$ cat config.mk
export PLATFORM = sky130hd
export DESIGN_NAME = ic_backup_ctrl
export DESIGN_NICKNAME = d
export VERILOG_FILES = /design/src/rtl/ic_backup_ctrl.sv
export SDC_FILE = /design/constraint.sdc
export NUM_CORES = 1
export LEC_CHECK = 0
export CAP_MARGIN = 10
export CORE_AREA = 5 5 154 156
export CTS_CLUSTER_DIAMETER = 200
export CTS_CLUSTER_SIZE = 40
export DETAILED_ROUTE_END_ITERATION = 10
export DIE_AREA = 0 0 159 161
export DONT_BUFFER_PORTS = 1
export PLACE_DENSITY = 0.36
export SLEW_MARGIN = 20
export SYNTH_ARGS = -nofsm -noshare
export SYNTH_HDL_FRONTEND = slang
export SYNTH_SLANG_ARGS = --single-unit
export TNS_END_PERCENT = 30
$ cat constraint.sdc
create_clock -name Clk -period 1.6 [get_ports Clk]
set_input_delay 0.24 -clock Clk [delete_from_list [all_inputs] [get_ports Clk]]
set_output_delay 0.24 -clock Clk [all_outputs]
set_load 0.005 [all_outputs]
$ cat src/rtl/ic_backup_ctrl.sv
// Checkpoint/restore sequencer that moves tracked register contents to and from NVM.
// Define BACKUP_SKIP_CLEAN_EN to back up only dirty registers; otherwise every register is written.
module ic_backup_ctrl #(
  parameter int unsigned N  = 32,
  parameter int unsigned R  = 8,
  parameter int unsigned AW = $clog2(R)
) (
  input  logic           Clk,
  input  logic           Rst,
  input  logic           Pwr_off,
  input  logic           Backup_req,
  input  logic           Restore_req,
  input  logic [2*R-1:0] Dirty_vals,
  input  logic [N*R-1:0] Backup_Vouts,
  output logic [R-1:0]   Backup_en,
  output logic [R-1:0]   Backup_ack,
  output logic [R-1:0]   Restore_en,
  output logic [N-1:0]   Restore_Vin,
  output logic           Nvm_req,
  output logic           Nvm_we,
  output logic [AW-1:0]  Nvm_addr,
  output logic [N-1:0]   Nvm_wdata,
  input  logic [N-1:0]   Nvm_rdata,
  input  logic           Nvm_ack,
  output logic           Busy,
  output logic           Done
);

  typedef enum logic [2:0] {
    StIdle, StScan, StCapt, StWrite, StBack, StRd, StLoad, StFin
  } state_e;

  state_e        state_q, state_d;
  logic [AW-1:0] idx_q, idx_d;
  logic [N-1:0]  dbuf_q, dbuf_d;
  logic          last_idx;
  logic          needs_backup;
  logic [N-1:0]  vouts [R];

  for (genvar i = 0; i < R; i++) begin : g_vouts
    assign vouts[i] = Backup_Vouts[N*i +: N];
  end

  assign last_idx = (idx_q == AW'(R - 1));

`ifdef BACKUP_SKIP_CLEAN_EN
  // Bit 0 of each dirty pair covers both "dirty" and "written during backup".
  assign needs_backup = Dirty_vals[{idx_q, 1'b0}];
`else
  logic unused_dirty;
  assign unused_dirty = ^Dirty_vals;
  assign needs_backup = 1'b1;
`endif

  always_comb begin
    state_d     = state_q;
    idx_d       = idx_q;
    dbuf_d      = dbuf_q;
    Backup_en   = '0;
    Backup_ack  = '0;
    Restore_en  = '0;
    Restore_Vin = '0;
    Nvm_req     = 1'b0;
    Nvm_we      = 1'b0;
    Nvm_addr    = '0;
    Nvm_wdata   = '0;
    Done        = 1'b0;
    Busy        = (state_q != StIdle);

    unique case (state_q)
      StIdle: begin
        idx_d = '0;
        if (Restore_req) begin
          state_d = StRd;
        end else if (Backup_req) begin
          state_d = StScan;
        end
      end
      StScan: begin
        if (needs_backup) begin
          state_d = StCapt;
        end else if (last_idx) begin
          state_d = StFin;
        end else begin
          idx_d = idx_q + AW'(1);
        end
      end
      StCapt: begin
        Backup_en[idx_q] = 1'b1;
        dbuf_d           = vouts[idx_q];
        state_d          = StWrite;
      end
      StWrite: begin
        Nvm_req   = 1'b1;
        Nvm_we    = 1'b1;
        Nvm_addr  = idx_q;
        Nvm_wdata = dbuf_q;
        if (Nvm_ack) begin
          state_d = StBack;
        end
      end
      StBack: begin
        Backup_ack[idx_q] = 1'b1;
        if (last_idx) begin
          state_d = StFin;
        end else begin
          idx_d   = idx_q + AW'(1);
          state_d = StScan;
        end
      end
      StRd: begin
        Nvm_req  = 1'b1;
        Nvm_addr = idx_q;
        if (Nvm_ack) begin
          dbuf_d  = Nvm_rdata;
          state_d = StLoad;
        end
      end
      StLoad: begin
        Restore_en[idx_q] = 1'b1;
        Restore_Vin       = dbuf_q;
        if (last_idx) begin
          state_d = StFin;
        end else begin
          idx_d   = idx_q + AW'(1);
          state_d = StRd;
        end
      end
      StFin: begin
        Done    = 1'b1;
        state_d = StIdle;
      end
      default: state_d = StIdle;
    endcase

    // Power loss kills the sequence and every strobe in the same cycle.
    if (Pwr_off) begin
      state_d     = StIdle;
      idx_d       = '0;
      dbuf_d      = dbuf_q;
      Backup_en   = '0;
      Backup_ack  = '0;
      Restore_en  = '0;
      Restore_Vin = '0;
      Nvm_req     = 1'b0;
      Nvm_we      = 1'b0;
      Nvm_addr    = '0;
      Nvm_wdata   = '0;
      Done        = 1'b0;
    end
  end

  always_ff @(posedge Clk or negedge Rst) begin
    if (!Rst) begin
      state_q <= StIdle;
      idx_q   <= '0;
      dbuf_q  <= '0;
    end else begin
      state_q <= state_d;
      idx_q   <= idx_d;
      dbuf_q  <= dbuf_d;
    end
  end

endmodule

Word-level counts from Yosys, hierarchy flattened. Index checks and enable logic that the tools add are counted.

$add $sub $neg: 1. Order comparisons: 3. Equal/unequal tests: 13. Multiplexer cells: 36. Bitwise operators: 2. Reductions and logical operators: 10.

Operator list (count): $mux 32 (7); $bmux 32 s3 (1); $pmux 32 s2 (1); $mux 8 (6); $mux 3 (10); $pmux 3 s8 (1); $eq 3x3->1 const B (5); $ne 3x3->1 const B (3); $mux 1 (7); $eq 3x2->1 const B (2); $pmux 3 s2 (1); $reduce_and 3->1 (2); $reduce_bool 3->1 (2); $ge 4x4->1 const B (1); $lt 3x4->1 const B (1); $ne 4x4->1 const B (1); $not 3->4 (1); $reduce_or 2->1 (2); $add 3x1->3 const B (1); $demux 1 s3 (1); $eq 3x1->1 const B (1); $ge 3x1->1 const B (1); $logic_not 3->1 (1); $mux 2 (1); 5 further kinds (5).

Register bits after elaboration: 38. Output and inout port bits: 95.

Depth between registers and ports, before layout. Gate-level depths: netlist (run 1).

Word-level depth: 6. Depth in mapped cells: 6. Gate-level depth less buffers: 6.

Worst setup path after synthesis (run 1). No wires, ideal clock.

Path kind: reg-to-reg. From: register idx_q[0]. To: register dbuf_q[0]. Arrival time: 1.589 ns. Setup slack: -0.107 ns. Cell stages (with the launch flop): 7. Buffers on the path: 2. Clock period less this slack: 1.707 ns. Path through: dfrtp_1 -> buf_6 -> buf_6 -> mux4_2 -> mux2i_1 -> a211oi_1 -> a21o_1.

Word-level cells in the longest chain between the ends: 5.

RTL lines: start: declaration (line 34) `logic [AW-1:0] idx_q, idx_d;`; start signal: assignment (line 160) `idx_q <= idx_d;`; $not 3->4 (implied by the code) (line 90) `dbuf_d = vouts[idx_q];`; $bmux 32 s3 (line 90); $mux 32 (implied by the code) (2 in a row) (line 90); $pmux 32 s2 (line 70) `unique case (state_q)`; end signal: assignment (line 161) `dbuf_q <= dbuf_d;`; end: declaration (line 35) `logic [N-1:0] dbuf_q, dbuf_d;`.

No other way between the ends. The select of a mux whose other input is x is not followed. A chain may end at the register's enable or synchronous reset.

Worst setup path in the final report (run 1).
From: register idx_q[0]. To: register dbuf_q[15].

The elaborated chain is that of the path after synthesis.

==> flow_metrics.tcl, run 1 <==
set metrics [dict create \
    yosys.area.top_type_share_pct 32.5 \
    utilization_pct 27.8 \
    criticalPathCategory "register to register" \
    grt_pass1_wl_um 29300 \
    drive_above_1_share_pct 52.0 \
    route.vias.total 3895 \
    crit_chain "buf_16 > buf_16 > mux4_2 > mux2i_2 > a211oi_1 > a21o_1" \
    period_share_pct 123 \
    die_h_um 161 \
    syn-num-nets 732 \
    power_mw 5.23 \
    finalSetupViolations 130 \
    ant_nets 0 \
    crit_buf_inv 2 \
    ys_async_sr_fraction_pct 100 \
    fin_setup_tns_ns -28.64 \
    port_buffers 0 \
    period_needed_ns 1.97 \
    grtUsageTotal_pct 15.1 \
    yosys_warnings 0 \
    synth_area_leaders "mux4_2 (33%), dfrtp_1 (21%), and2_1 (9.5%)" \
    clock_latency_ns 0.29 \
    hold_class "input port to register" \
    cp-end-kind "register" \
    worst_ep_required_time_ns 1.77 \
    htree_levels 2 \
    die_w_um 159 \
    syn_inst 420 \
    cts.sinks 38 \
    worstMarginPinSlew_ns 0.416 \
    place.gp.congestion 0.852 \
    synth_commonest_cells "and2_1 (67), mux4_2 (64), nor2_1 (48), dfrtp_1 (38), mux2i_1 (34)" \
    io_pins 405 \
    dp_hpwl_um 17800 \
    arrival_ns 2.14 \
    synth_edf_count 0 \
    start_kind "register" \
    skew_ns 0.00842 \
    yosysSeqAreaShare_pct 21.5 \
    powerDensity_nw_per_um2 846 \
    hold_viol 0 \
    outcome "complete, but fails checks" \
    coreArea_um2 22200 \
    finalNetCount 776 \
    crit_family "multiplexers" \
    cts-buffers-inserted 5 \
    post_drt_wl_per_cell_um 28.5 \
    overflow 0 \
    antenna_found_initial 9 \
    clk_pin_slew_ns 0.06 \
    worst_slack_ns -0.370 \
    cpPeakStageDelay_ns 0.52 \
    ys_types 33 \
    synth.largest_area_cell "mux4_2" \
    rsz0062_at_grt "yes" \
    ys_seq_elements 38 \
    max_freq_mhz 508 \
    crit_path_frequent_cell "buf_16" \
    row_count 55 \
    first_pass_iters 4 \
    cts_root_buffer "clkbuf_16" \
    netlist_area_um2 4430 \
    clk_path_buf_depth 2 \
    start_util_pct 19.9 \
    regArea_um2 960 \
    fin_hold_ws_ns 0.0171 \
    maxSlewViolCount 0 \
    drv_cap 0 \
    fp.dieArea_um2 25600 \
    slew_headroom_pct 72.1 \
    fill_cells 2353 \
    p_leak_nw 2.30 \
    area_growth_pct 39.4 \
    max-vdd-ir-drop_mv 0.304 \
    yosysMostFrequentCell "and2_1" \
    ys.flop_type "dfrtp_1" \
    cts_tree "yes" \
    multiInputGateArea_um2 3720 \
    worstPathMaxFanout 17 \
    finalWirelength_um 21500 \
    drtIter0Drc 200 \
    syn_avg_cell_area_um2 10.5 \
    grt_pass1_vias 4197 \
    vias_per_cell 5.16 \
    grt_max_degree 39 \
    post-route-drc-count 0 \
    slowest_stage "mux4_2" \
    failed_checks "negative setup slack" \
]
report_power, final:
part / internal [mW] / total (mW) / switching, mW
clock network: 0.619 / 1.03 / 0.409
registers: 1.40 / 1.86 / 0.459
logic: 1.33 / 2.33 / 1.01
sequential cells by signal (all words and copies together) (netlist names):
| register | cells |
|---|---|
| dbuf_q | 32 |
| idx_q | 3 |
| state_q | 3 |
through the flow:
stage	instances	cell area, um2	setup slack, ns
final	755	6170	-0.370
after global routing	754	6170	-0.433
after CTS	739	5790	-0.366
after detailed placement	720	5130	-0.631
after global placement	720	5130	-0.594
after floorplan	420	4460	-0.0811
area by class of cell:
type	count	area share, %
diodes	5	0.203
clock buffers	7	2.31
clock inverters	1	0.0811
inverters	3	0.182
multi-input cells	334	60.2
flip-flops and latches	38	15.5
well taps	285	5.78
repair buffers	82	15.7
final timing paths:
path | start | end | slack (ns) | cells after the start
max | idx_q[0]$_DFFE_PN0P_ | dbuf_q[15]$_DFFE_PN0P_ | -0.37 | 6
min | Pwr_off | state_q[0]$_DFFE_PN0P_ | 0.02 | 1
max reg2reg | idx_q[0]$_DFFE_PN0P_ | dbuf_q[15]$_DFFE_PN0P_ | -0.37 | 6
min reg2reg | dbuf_q[0]$_DFFE_PN0P_ | dbuf_q[0]$_DFFE_PN0P_ | 0.48 | 1
max in group asynchronous | Rst | dbuf_q[15]$_DFFE_PN0P_ | 0.91 | 2
min in group asynchronous | Rst | idx_q[2]$_DFFE_PN0P_ | 0.46 | 2
timing repair:
| item | CTS | global route |
|---|---|---|
| gates resized for setup | 76 | 57 |
| hold buffers | 2 | 0 |
| setup endpoints to repair | 133 | 133 |
| gates cloned | 2 | 3 |
| setup buffers | 7 | 8 |
| pin swaps | 7 | 22 |
| endpoints found under the hold margin | 38 | 0 |
logic make-up (layout without fill, tap and decap cells):
logic type | Yosys count | count (layout) | synth area share [%]
compound gates | 72 | 72 | 12.0
fa+ha+maj | 2 | 2 | 0.565
xor+xnor | 2 | 2 | 0.396
buf+inv | 48 | 93 | 6.10
mux | 99 | 99 | 40.5
other cells | 0 | 5 | 0
flops | 38 | 38 | 21.5
simple gates | 159 | 159 | 19.0
per-layer routing:
| metal | track usage [%] | share of wire (%) | vias up |
|---|---|---|---|
| li1 | - | - | 1702 |
| met2 | 23.5 | 48 | 207 |
| met3 | 4.13 | 6.8 | 23 |
| met4 | 3.57 | 1.1 | 8 |
| met5 | 0 | 0.26 | - |
| met1 | 20.9 | 43 | 1955 |
cells in the final DEF, fill, tap and decap left out, drive strengths merged, types with 2 or more instances in the layout:
cell | synthesis | layout
a211oi | 33 | 33
and2 | 67 | 67
inv | 3 | 3
nor4 | 6 | 6
ha | 2 | 2
nand2 | 11 | 11
diode | 0 | 5
or3 | 3 | 3
clkbuf | 21 | 10
mux4 | 64 | 64
dfrtp | 38 | 38
nor3b | 2 | 2
nor2 | 48 | 48
mux2i | 34 | 34
a21o | 32 | 32
buf | 24 | 78
nand3b | 2 | 2
nor3 | 13 | 13
o21ai | 2 | 2
a21oi | 2 | 2
nand2b | 3 | 3
Note: power is estimated with default switching activity, not from simulation.
==> inputs of run 2 (changes only) <==
- DONT_BUFFER_PORTS: 1 -> not set
- PLACE_DENSITY: 0.36 -> 0.61
- RECOVER_POWER: not set -> 100
- SKIP_CTS_REPAIR_TIMING: not set -> 1
==> run 2 against run 1 <==
Net effect:
- the flow still finishes with violations (negative setup slack)
- hold slack gained 0.42 ns
- die area stayed put
- sequential power about the same
- cell count is 57% higher
- clock skew shrank 0.0055 ns
- non-clock buffer count up 432
- cell area increased by 64%
- global-route usage is 2.4 points higher
- register-to-register slack got worse by 0.06 ns
- combinational power grew 42%
- largest cell class is now non-clock buffers
- highest routed layer is now met4
==> flow_metrics.tcl, run 2 (synthesis results as in run 1) <==
set metrics [dict create \
    seqPwrFrac_pct 28.3 \
    top_register "dbuf_q" \
    die_w_um 159 \
    clock_latency_ns 0.28 \
    die_h_um 161 \
    vias_per_cell 4.57 \
    clk_pin_slew_ns 0.06 \
    cp-end-kind "output port" \
    rsz0062_at_grt "yes" \
    diodes 0 \
    grt_pass1_vias 5361 \
    crit_buf_inv 6 \
    max-vdd-ir-drop_mv 0.401 \
    overflow 0 \
    coreArea_um2 22200 \
    place.gp.congestion 0.879 \
    fin_setup_tns_ns -44.71 \
    crit_chain "buf_6 > nor3b_4 > buf_6 > clkbuf_16 > buf_8 > buf_6 > and2_4 > buf_6" \
    start_util_pct 19.9 \
    final_cell_mix "clkdlybuf4s50_1 (292), buf_4 (77), mux4_2 (64), nor2_1 (44), buf_6 (44)" \
    fill_cells 2110 \
    finalNetCount 1208 \
    crit_family "buffers and inverters" \
    finalWirelength_um 26400 \
    layout_commonest_cell "clkdlybuf4s50_1" \
    hold_viol 0 \
    worst_slack_ns -0.505 \
    largest_reg_flops 32 \
    dp_hpwl_um 21300 \
    io_pins 405 \
    port_buffers 388 \
    post-route-drc-count 0 \
    pre_cts_ws_ns -0.639 \
    grt_max_degree 36 \
    worstPathMaxFanout 6 \
    combPwrFrac_pct 50.9 \
    max_freq_mhz 475 \
    regArea_um2 961 \
    slew_headroom_pct 67.6 \
    p_int_mw 4.46 \
    reg_top3 "dbuf_q: 32 flops, idx_q: 3 flops, state_q: 3 flops" \
    slowest_stage "dfrtp_2" \
    worst_ep_required_time_ns 1.36 \
    crit_path_frequent_cell "buf_6" \
    fin_cells 1182 \
    row_count 55 \
    post_drt_wl_per_cell_um 22.3 \
    skew_ns 0.00297 \
    grtUsageTotal_pct 17.4 \
    dp_cells 1123 \
    drv_cap 0 \
    antenna_found_initial 0 \
    cpPeakStageDelay_ns 0.46 \
    period_needed_ns 2.10 \
    cts_tree "yes" \
    cts.sinks 38 \
    area_growth_pct 128 \
    fp.dieArea_um2 25600 \
    grt_pass1_wl_um 34400 \
    powerDensity_nw_per_um2 641 \
    criticalPathCategory "register to output port" \
    failed_checks "negative setup slack" \
    first_pass_iters 6 \
    p_clk_share_pct 20.8 \
    multiInputGateArea_um2 3620 \
    htree_levels 2 \
    switching_share_pct 31.2 \
    hold_class "input port to asynchronous set/reset pin" \
    start_kind "register" \
    cts_root_buffer "clkbuf_16" \
    period_share_pct 132 \
    maxSlewViolCount 0 \
    finalSetupViolations 132 \
    clk_path_buf_depth 2 \
    arrival_ns 1.86 \
    drive_above_1_share_pct 40.9 \
    p_leak_nw 4.30 \
    ant_nets 0 \
    outcome "complete, but fails checks" \
    power.switching_mw 2.02 \
    worstMarginPinSlew_ns 0.486 \
    cts-buffers-inserted 5 \
    route.vias.total 5403 \
    drtIter0Drc 236 \
]
-- run 2: worst reg2reg max path, delay by kind of cell (launching register included) --
kind | cells | cell delay, ns
AOI/OAI and AO/OA | 2 | 0.24
buffers and inverters | 3 | 0.49
DFF | 1 | 0.47
muxes | 2 | 0.72
-- run 2: worst paths after layout --
| kind | to | cells after the start | slack [ns] | start |
|---|---|---|---|---|
| hold / removal | dbuf_q[2]$_DFFE_PN0P_ | 2 | 0.44 | Rst |
| min in group Clk | dbuf_q[26]$_DFFE_PN0P_ | 1 | 0.50 | dbuf_q[26]$_DFFE_PN0P_ |
| max in group asynchronous | dbuf_q[11]$_DFFE_PN0P_ | 3 | 0.29 | Rst |
| hold reg to reg | dbuf_q[26]$_DFFE_PN0P_ | 1 | 0.50 | dbuf_q[26]$_DFFE_PN0P_ |
| setup reg to reg | dbuf_q[14]$_DFFE_PN0P_ | 7 | -0.43 | idx_q[0]$_DFFE_PN0P_ |
| setup / recovery | Restore_Vin[30] | 8 | -0.50 | state_q[0]$_DFFE_PN0P_ |
-- run 2: through the flow --
stage / hold slack [ns] / total power, mW / util [%] / instance area [um2]
finish: 0.435 / 6.49 / 45.5 / 10100
global route: 0.479 / 6.87 / 45.5 / 10100
CTS: -0.190 / 5.96 / 41.9 / 9310
detailed placement: 0.113 / 4.59 / 41.0 / 9110
global placement: 0.112 / 4.53 / 41.0 / 9110
floorplan: -0.0556 / 2.99 / - / 4460
-- run 2: area by class of cell --
| class | instances | area share [%] |
|---|---|---|
| multi-input combinational | 334 | 35.8 |
| timing repair buffer | 514 | 49.1 |
| sequential | 38 | 9.50 |
| tap | 285 | 3.53 |
| clock buffer | 6 | 1.37 |
| inverter | 3 | 0.136 |
| clock inverter | 2 | 0.594 |
-- run 2: power by group through the flow --
stage | sequential, mW | combinational, mW | clock, mW
final | 1.84 | 3.30 | 1.35
after global routing | 1.90 | 3.55 | 1.42
after CTS | 1.84 | 2.75 | 1.38
after detailed placement | 1.85 | 2.74 | 0
after global placement | 1.83 | 2.70 | 0
after floorplan | 1.61 | 1.39 | 0
-- run 2: per-layer routing --
metal / GRT usage, % / vias up / wire, um / part of all wire (%)
li1: - / 2561 / - / -
met1: 23.0 / 2609 / 11100 / 42
met5: 0 / - / 0 / 0
met4: 2.68 / 0 / 247 / 0.94
met2: 30.2 / 219 / 13500 / 51
met3: 3.62 / 14 / 1520 / 5.8
==> inputs of run 3 (changes only) <==
- CORE_AREA: 5 5 154 156 -> 2 2 155 157
- DIE_AREA: 0 0 159 161 -> 0 0 157 159
- PLACE_DENSITY: 0.61 -> 0.58
==> run 3 against run 2 <==
Net effect:
- the run still ends with negative setup slack left
- register-to-register slack worse by 0.06 ns
- combinational power down 5%
- core utilization down 1.8 points
- routed wire length down 7.3%
- cell count up 3.9%
- die area down 2.5%
==> flow_metrics.tcl, run 3 (synthesis results as in run 1) <==
set metrics [dict create \
    grt_max_degree 39 \
    reg_top3 "dbuf_q: 32 flops, idx_q: 3 flops, state_q: 3 flops" \
    post_drt_wl_per_cell_um 19.9 \
    powerDensity_nw_per_um2 599 \
    die_h_um 159 \
    htree_levels 2 \
    route.vias.total 5434 \
    arrival_ns 1.88 \
    dp_hpwl_um 20300 \
    post-route-drc-count 0 \
    antenna_found_initial 5 \
    cts.sinks 38 \
    finalNetCount 1216 \
    finalSetupViolations 132 \
    clk_path_buf_depth 2 \
    skew_ns 0.00705 \
    rsz0062_at_grt "yes" \
    p_leak_nw 4.31 \
    criticalPathCategory "register to output port" \
    cts_root_buffer "clkbuf_16" \
    period_needed_ns 2.12 \
    fin_setup_tns_ns -45.03 \
    start_util_pct 19.1 \
    worstPathMaxFanout 7 \
    hold_viol 0 \
    overflow 0 \
    power_mw 6.07 \
    die_w_um 157 \
    drv_cap 0 \
    grt_pass1_wl_um 33500 \
    io_pins 405 \
    layout_commonest_cell "clkdlybuf4s50_1" \
    drive_above_1_share_pct 42.2 \
    worst_slack_ns -0.519 \
    first_pass_iters 4 \
    cp-end-kind "output port" \
    slew_headroom_pct 32.1 \
    fp.dieArea_um2 25000 \
    max_freq_mhz 472 \
    grtUsageTotal_pct 18.0 \
    drtIter0Drc 228 \
    clk_pin_slew_ns 0.06 \
    worstMarginPinSlew_ns 1.02 \
    coreArea_um2 23200 \
    final_cell_mix "clkdlybuf4s50_1 (296), buf_4 (76), buf_6 (75), mux4_2 (64), nor2_1 (41)" \
    period_share_pct 132 \
    clock_latency_ns 0.29 \
    place.gp.congestion 0.890 \
    port_buffers 388 \
    top_register "dbuf_q" \
    ant_nets 0 \
    vias_per_cell 4.43 \
    area_growth_pct 129 \
    grt_pass1_vias 5434 \
    largest_reg_flops 32 \
    cts-buffers-inserted 5 \
    max-vdd-ir-drop_mv 0.383 \
    outcome "complete, but fails checks" \
    finalWirelength_um 24400 \
    worst_ep_required_time_ns 1.36 \
    cts_tree "yes" \
    start_kind "register" \
    maxSlewViolCount 0 \
    hold_class "input port to asynchronous set/reset pin" \
    row_count 56 \
    failed_checks "negative setup slack" \
]
run 3: final timing paths:
check | from | endpoint | slack, ns | cells after the start
max in group asynchronous | Rst | idx_q[0]$_DFFE_PN0P_ | 0.66 | 2
min in group Clk | Pwr_off | state_q[0]$_DFFE_PN0P_ | 0.49 | 4
setup / recovery | state_q[2]$_DFFE_PN0P_ | Restore_Vin[8] | -0.52 | 9
setup reg to reg | idx_q[0]$_DFFE_PN0P_ | dbuf_q[4]$_DFFE_PN0P_ | -0.49 | 8
hold reg to reg | dbuf_q[21]$_DFFE_PN0P_ | dbuf_q[21]$_DFFE_PN0P_ | 0.49 | 1
hold / removal | Rst | dbuf_q[3]$_DFFE_PN0P_ | 0.20 | 2
run 3: critical path, cell delays in order (launching register included):
cell and delay [ns]:
dfrtp_2 0.45, buf_2 0.16, nand2b_4 0.06, nor3b_4 0.21, buf_6 0.17, buf_6 0.11
buf_6 0.09, buf_6 0.10, and2_1 0.12, buf_2 0.11
run 3: metal layers:
metal	up-vias	share of wire [%]	global-route usage, %
met1	2627	43	24.2
met4	2	0.95	4.42
li1	2574	-	-
met5	-	0.045	0
met3	18	5.4	2.86
met2	213	51	30.1
run 3: layout make-up:
type / instances / area (um2)
timing repair buffer: 522 / 5030
multi-input combinational: 334 / 3550
inverter: 3 / 11.3
sequential: 38 / 961
fill: 2282 / 13100
antenna: 4 / 10.0
tap: 319 / 399
clock buffer: 8 / 166
run 3: power by group:
| group | switching, mW | total, mW | internal, mW |
|---|---|---|---|
| clock | 0.398 | 1.10 | 0.706 |
| combinational | 1.10 | 3.13 | 2.03 |
| sequential | 0.428 | 1.84 | 1.41 |
run 3: stage by stage:
stage | cell area [um2] | hold WS [ns] | instances | setup WS, ns | utilization, %
6_report | 10100 | 0.197 | 1228 | -0.519 | 43.7
3_3_place_gp | 9190 | 0.352 | 1168 | -0.743 | 39.6
2_1_floorplan | 4460 | -0.0556 | 420 | -0.0811 | -
5_1_grt | 10100 | 0.302 | 1228 | -0.582 | 43.7
4_1_cts | 9350 | 0.0378 | 1176 | -0.820 | 40.3
3_5_place_dp | 9190 | 0.344 | 1168 | -0.797 | 39.6
